<file path="config.mk">
export PLATFORM = sky130hd
export DESIGN_NAME = mac3_seq_ctrl
export DESIGN_NICKNAME = d
export VERILOG_FILES = /design/src/rtl/mac3_seq_ctrl.sv
export SDC_FILE = /design/constraint.sdc
export NUM_CORES = 1
export LEC_CHECK = 0
export CAP_MARGIN = 20
export CORE_MARGIN = 1.5
export CORE_UTILIZATION = 25
export DETAILED_ROUTE_END_ITERATION = 16
export PLACE_DENSITY = 0.52
export SLEW_MARGIN = 40
export SYNTH_ARGS = -nofsm -noshare
export SYNTH_HDL_FRONTEND = slang
export SYNTH_SLANG_ARGS = --single-unit
</file>
<file path="constraint.sdc">
create_clock -name clk -period 2.5 [get_ports clk]
set_input_delay 0.375 -clock clk [delete_from_list [all_inputs] [get_ports clk]]
set_output_delay 0.375 -clock clk [all_outputs]
set_load 0.05 [all_outputs]
</file>
<file path="src/rtl/mac3_seq_ctrl.sv">
// mac3_seq_ctrl: sequencer for one 3-tap pipelined MAC.
// Issues operand groups, selects accumulate/restart, tracks in-flight outputs with
// a tag pipe, drains with zero bubbles and hands results to writeback (valid/ready).
// Optional feature: define MAC3_SEQ_CTRL_PERF_EN to add the perf_stall_cycles output.
module mac3_seq_ctrl #(
    parameter int CNT_WIDTH  = 8,
    parameter int PIPE_DEPTH = 4
) (
    input  logic                 clk,
    input  logic                 arst_n_in,
    input  logic                 start,
    input  logic [CNT_WIDTH-1:0] cfg_num_groups,
    input  logic [CNT_WIDTH-1:0] cfg_num_outputs,
    input  logic                 operand_valid,
    output logic                 operand_ready,
    output logic                 mac_input_valid,
    output logic                 mac_accumulate,
    output logic                 mac_zero_operands,
    output logic                 result_valid,
    input  logic                 result_ready,
    output logic [CNT_WIDTH-1:0] result_index,
    output logic                 mac_out_written,
    output logic                 busy,
    output logic                 done
`ifdef MAC3_SEQ_CTRL_PERF_EN
    ,
    output logic [31:0]          perf_stall_cycles
`endif
);

    typedef enum logic [1:0] {IDLE, RUN, DRAIN, DONE} state_t;

    state_t                 state_reg, state_next;
    logic [CNT_WIDTH-1:0]   grp_cnt_reg, grp_cnt_next;
    logic [CNT_WIDTH-1:0]   out_cnt_reg, out_cnt_next;
    logic [CNT_WIDTH-1:0]   num_groups_reg, num_groups_next;
    logic [CNT_WIDTH-1:0]   num_outputs_reg, num_outputs_next;
    logic [PIPE_DEPTH-1:0]  tag_reg, tag_next;
    logic                   consumed_reg, consumed_next;
    logic [CNT_WIDTH-1:0]   idx_reg [PIPE_DEPTH];
    logic [CNT_WIDTH-1:0]   idx_src [PIPE_DEPTH];

    logic hold;
    logic issue;
    logic advance;
    logic last_grp;
    logic last_out;

    // A finished output sits at the last tag stage until writeback takes it once.
    assign result_valid    = tag_reg[PIPE_DEPTH-1] & ~consumed_reg;
    assign hold            = result_valid & ~result_ready;
    assign mac_out_written = result_valid & result_ready;
    assign result_index    = result_valid ? idx_reg[PIPE_DEPTH-1] : '0;
    assign busy            = (state_reg != IDLE);

    assign last_grp = (grp_cnt_reg == num_groups_reg - CNT_WIDTH'(1));
    assign last_out = (out_cnt_reg == num_outputs_reg - CNT_WIDTH'(1));
    assign issue    = (state_reg == RUN) & operand_valid & ~hold;
    // The MAC pipeline and its tag/index shadow move together, never during hold.
    assign advance  = issue | ((state_reg == DRAIN) & (|tag_reg) & ~hold);

    assign tag_next      = advance ? {tag_reg[PIPE_DEPTH-2:0], issue & last_grp} : tag_reg;
    assign consumed_next = advance ? 1'b0 : (mac_out_written ? 1'b1 : consumed_reg);

    // Index shadow: stage 0 captures the issuing output number, others shift.
    assign idx_src[0] = out_cnt_reg;
    generate
        for (genvar gi = 1; gi < PIPE_DEPTH; gi++) begin : g_idx_src
            assign idx_src[gi] = idx_reg[gi-1];
        end
    endgenerate

    // Next-state, counter and output decode.
    always_comb begin
        state_next        = state_reg;
        grp_cnt_next      = grp_cnt_reg;
        out_cnt_next      = out_cnt_reg;
        num_groups_next   = num_groups_reg;
        num_outputs_next  = num_outputs_reg;
        operand_ready     = 1'b0;
        mac_input_valid   = 1'b0;
        mac_accumulate    = 1'b0;
        mac_zero_operands = 1'b0;
        done              = 1'b0;
        case (state_reg)
            IDLE: begin
                if (start) begin
                    num_groups_next  = (cfg_num_groups == '0) ? CNT_WIDTH'(1) : cfg_num_groups;
                    num_outputs_next = cfg_num_outputs;
                    grp_cnt_next     = '0;
                    out_cnt_next     = '0;
                    state_next       = (cfg_num_outputs == '0) ? DONE : RUN;
                end
            end
            RUN: begin
                operand_ready   = issue;
                mac_input_valid = issue;
                mac_accumulate  = (grp_cnt_reg != '0);
                if (issue) begin
                    if (last_grp) begin
                        grp_cnt_next = '0;
                        out_cnt_next = out_cnt_reg + CNT_WIDTH'(1);
                        if (last_out) begin
                            state_next = DRAIN;
                        end
                    end else begin
                        grp_cnt_next = grp_cnt_reg + CNT_WIDTH'(1);
                    end
                end
            end
            DRAIN: begin
                mac_input_valid   = advance;
                mac_zero_operands = 1'b1;
                // Leave once this advance empties the pipe (any result left is taken now).
                if (tag_next == '0) begin
                    state_next = DONE;
                end
            end
            DONE: begin
                done       = 1'b1;
                state_next = IDLE;
            end
            default: state_next = IDLE;
        endcase
    end

    // State, counters, config and tag pipe registers.
    always_ff @(posedge clk) begin
        if (!arst_n_in) begin
            state_reg       <= IDLE;
            grp_cnt_reg     <= '0;
            out_cnt_reg     <= '0;
            num_groups_reg  <= '0;
            num_outputs_reg <= '0;
            tag_reg         <= '0;
            consumed_reg    <= 1'b0;
        end else begin
            state_reg       <= state_next;
            grp_cnt_reg     <= grp_cnt_next;
            out_cnt_reg     <= out_cnt_next;
            num_groups_reg  <= num_groups_next;
            num_outputs_reg <= num_outputs_next;
            tag_reg         <= tag_next;
            consumed_reg    <= consumed_next;
        end
    end

    // Output-index shadow pipe, advancing in lockstep with the MAC.
    always_ff @(posedge clk) begin
        for (int i = 0; i < PIPE_DEPTH; i++) begin
            if (!arst_n_in) begin
                idx_reg[i] <= '0;
            end else if (advance) begin
                idx_reg[i] <= idx_src[i];
            end
        end
    end

`ifdef MAC3_SEQ_CTRL_PERF_EN
    logic [31:0] perf_cnt_reg;
    assign perf_stall_cycles = perf_cnt_reg;

    // Saturating count of active cycles in which the MAC did not advance.
    always_ff @(posedge clk) begin
        if (!arst_n_in || (state_reg == IDLE && start)) begin
            perf_cnt_reg <= '0;
        end else if ((state_reg == RUN || state_reg == DRAIN) && !mac_input_valid
                     && perf_cnt_reg != 32'hFFFF_FFFF) begin
            perf_cnt_reg <= perf_cnt_reg + 32'd1;
        end
    end
`endif

endmodule

</file>
==> impl_metrics.py <==
metrics = {
    "clock_network": {
        "clockBufferDepth": 2,
        "hold_buffers": 0,
        "clk_pin_slew_ns": 0.06,
        "numCtsBuffers": 9,
        "clock_sinks": 71,
        "clkLatencyLatePin_ns": 0.33,
        "cts_tree": "done",
        "cts_root_buf": "clkbuf_16",
        "cts-htree-levels": 3,
    },
    "setup_path": {
        "cp-end-kind": "register",
        "worstRegToRegCells": 9,
        "r2r_end": "out_cnt_reg[4]",
        "regToRegSetupSlack_ns": 0.11,
        "worstPathRequired_ns": 2.75,
        "r2r_start": "num_groups_reg[1]",
        "cp_data_arrival_time_ns": 2.64,
        "start_kind": "register",
        "worstSetupPathType": "reg -> reg",
        "path_max_fanout": 11,
    },
    "power_and_ir_drop": {
        "total_power_mw": 3.66,
        "p_leak_nw": 1.82,
        "p_clk_frac": 0.334,
        "p_switching_mw": 1.22,
        "power.share.sequential": 0.387,
        "pwr-share-comb": 0.279,
        "power.density_nw_per_um2": 792,
        "p_sw_frac": 0.332,
        "ir_worst_vdd_v": 0.000385,
        "intPower_mw": 2.45,
    },
    "global_routing": {
        "track_usage": 0.108,
        "grt_overflow": 0,
        "grt_pass1_vias": 2606,
        "grt_max_degree": 37,
        "grt_pass1_wl_um": 13000,
        "antenna_found_initial": 0,
    },
    "route": {
        "post_drt_wl_per_cell_um": 12.7,
        "vias": 2845,
        "ant_nets": 0,
        "drt-pass1-iter-count": 4,
        "wirelength_um": 7900,
        "first_iter_violations": 177,
        "drc": 0,
        "vias_per_cell": 4.56,
    },
    "hold_path": {
        "min_path_cells": 2,
        "hold_start": "num_outputs_reg[7]",
        "hold_class": "reg -> reg",
        "holdPathEnd": "num_outputs_reg[7]",
    },
    "finish": {
        "seqCellArea_um2": 1740,
        "multi_input_area_um2": 1820,
        "final-instance-count-excl-fill": 624,
        "fillers": 1540,
        "drive_above_1_share": 0.145,
        "area_growth_pct": 26.1,
        "final_cell_area_um2": 4620,
        "largest_register_ffs": 32,
        "final_util": 0.321,
        "diodes": 0,
        "layout.nets": 465,
    },
    "die": {
        "die_area_um2": 15400,
        "floorplan.initialDensity": 0.254,
        "die_w_um": 124,
        "core_area_um2": 14400,
        "io_pins": 37,
        "die_y_um": 124,
        "rows": 44,
    },
    "synthesis": {
        "synth_cell_type_count": 52,
        "netlist_instances": 389,
        "ys_seq_area_frac": 0.475,
        "ys_seq_elements": 71,
        "synth_top_flop_cell": "dfxtp_1",
        "synth_edf_count": 32,
        "yosysWarnings": 0,
        "syn_area_um2": 3670,
        "avgSynthCellArea_um2": 9.42,
        "async_flop_share": 0,
        "syn_nets": 419,
    },
    "sta": {
        "setup_viol": 0,
        "setup_tns_ns": 0,
        "hold_viol": 0,
        "hold_ws_ns": 0.471,
        "fin_crit_ns": 2.39,
        "drv_slew": 0,
        "worst_pin_slew_ns": 0.507,
        "period_share": 0.956,
        "fmax_mhz": 418,
        "skew_ns": 0.00903,
        "max_slew_margin": 0.661,
        "setup_slack_ns": 0.110,
    },
    "placed_design": {
        "dp_slack_ns": -0.0487,
        "dpl.hpwl_um": 5660,
        "placed_cell_area_um2": 4290,
        "place_inst": 608,
        "gp_congestion": 0.745,
        "numPortBuffers": 36,
    },
    "job": {
        "max-cap-violations": 0,
    },
    "outcome": {
        "status": "complete, no violations",
    },
}
-- final cells by class --
cell class                      instances  share of cell area
Multi-Input combinational cell        283               0.393
Sequential cell                        71               0.377
Timing Repair Buffer                   55               0.106
Tap cell                              184              0.0498
Clock buffer                            9              0.0487
Clock inverter                          7              0.0138
Inverter                               15              0.0122
-- power by group through the flow --
stage          Combinational (mW)  Sequential [mW]  Clock, mW
2_1_floorplan               0.697             1.43          0
3_3_place_gp                0.970             1.44          0
3_5_place_dp                0.982             1.44          0
4_1_cts                     0.990             1.42       1.25
5_1_grt                      1.12             1.43       1.31
6_report                     1.02             1.42       1.23
-- synthesized netlist by cell type (5+ instances only) --
cell type	number	area, um^2
nand2_1	50	188
dfxtp_1	39	781
a21oi_1	35	175
and3_1	34	213
edfxtp_1	32	961
nor2_1	22	82.6
xnor2_1	17	149
clkbuf_1	15	56.3
inv_1	15	56.3
and2_1	13	81.3
nor3_1	12	60.1
ha_1	9	113
xor2_1	9	78.8
o21ai_0	8	40.0
mux2i_1	6	60.1
nand4_1	6	37.5
nand2b_1	5	31.3
nand3_1	5	25.0
-- placed cells by master (no fill, tap or decap), types with 6 or more instances in the layout --
cell type and count:
inv_1 15, nor3_1 11, a21oi_1 34, and2_1 13, edfxtp_1 32, buf_4 30
dfxtp_1 38, clkbuf_16 9, nand2_1 50, o21ai_0 8, ha_1 8, xor2_1 9
xnor2_1 17, and3_1 34, nand4_1 6, mux2i_1 6, clkdlybuf4s50_1 23, nor2_1 22
-- how the worst max path moves through the flow --
stage	cells past startpoint	slack (ns)	end	start
3_3_place_gp	9	-0.02	state_reg[1]	num_outputs_reg[1]
5_1_grt	9	-0.02	out_cnt_reg[3]	num_groups_reg[1]
2_1_floorplan	6	0.03	idx_reg[0][0]	state_reg[0]
3_5_place_dp	9	-0.05	state_reg[1]	num_outputs_reg[1]
4_1_cts	9	0.03	state_reg[1]	num_outputs_reg[1]
6_report	9	0.11	out_cnt_reg[4]	num_groups_reg[1]
-- worst max-delay path, stage by stage (launching register included) --
cell and delay (ns):
dfxtp_2 0.37, inv_1 0.05, ha_2 0.23, o21ba_1 0.21
a221oi_2 0.31, a41oi_2 0.09, nor3_4 0.29, a21boi_4 0.13
or4_1 0.48, a21oi_1 0.16
-- routing by layer --
layer	share of wire	global-route usage	up-vias
met4	0.014	0.0412	0
met3	0.035	0.0266	7
li1	-	-	1482
met5	0	0	-
met2	0.42	0.155	55
met1	0.53	0.156	1301
-- kinds of logic (layout without fill, tap and decap cells) --
| logic type | after synthesis | in the layout | share of synthesized area |
|---|---|---|---|
| buf+inv | 35 | 86 | 0.0416 |
| flops | 71 | 71 | 0.475 |
| mux | 6 | 6 | 0.0164 |
| simple gates | 172 | 172 | 0.254 |
| fa+ha+maj | 9 | 9 | 0.0307 |
| compound gates | 70 | 70 | 0.120 |
| xor+xnor | 26 | 26 | 0.0621 |
-- timing repair --
| item | in CTS | in global routing |
|---|---|---|
| pin swaps | 0 | 2 |
| resized for setup | 2 | 7 |
| endpoints found under the setup margin | 3 | 7 |
| buffers inserted | 0 | 0 |
(Power assumes the default switching activity.)
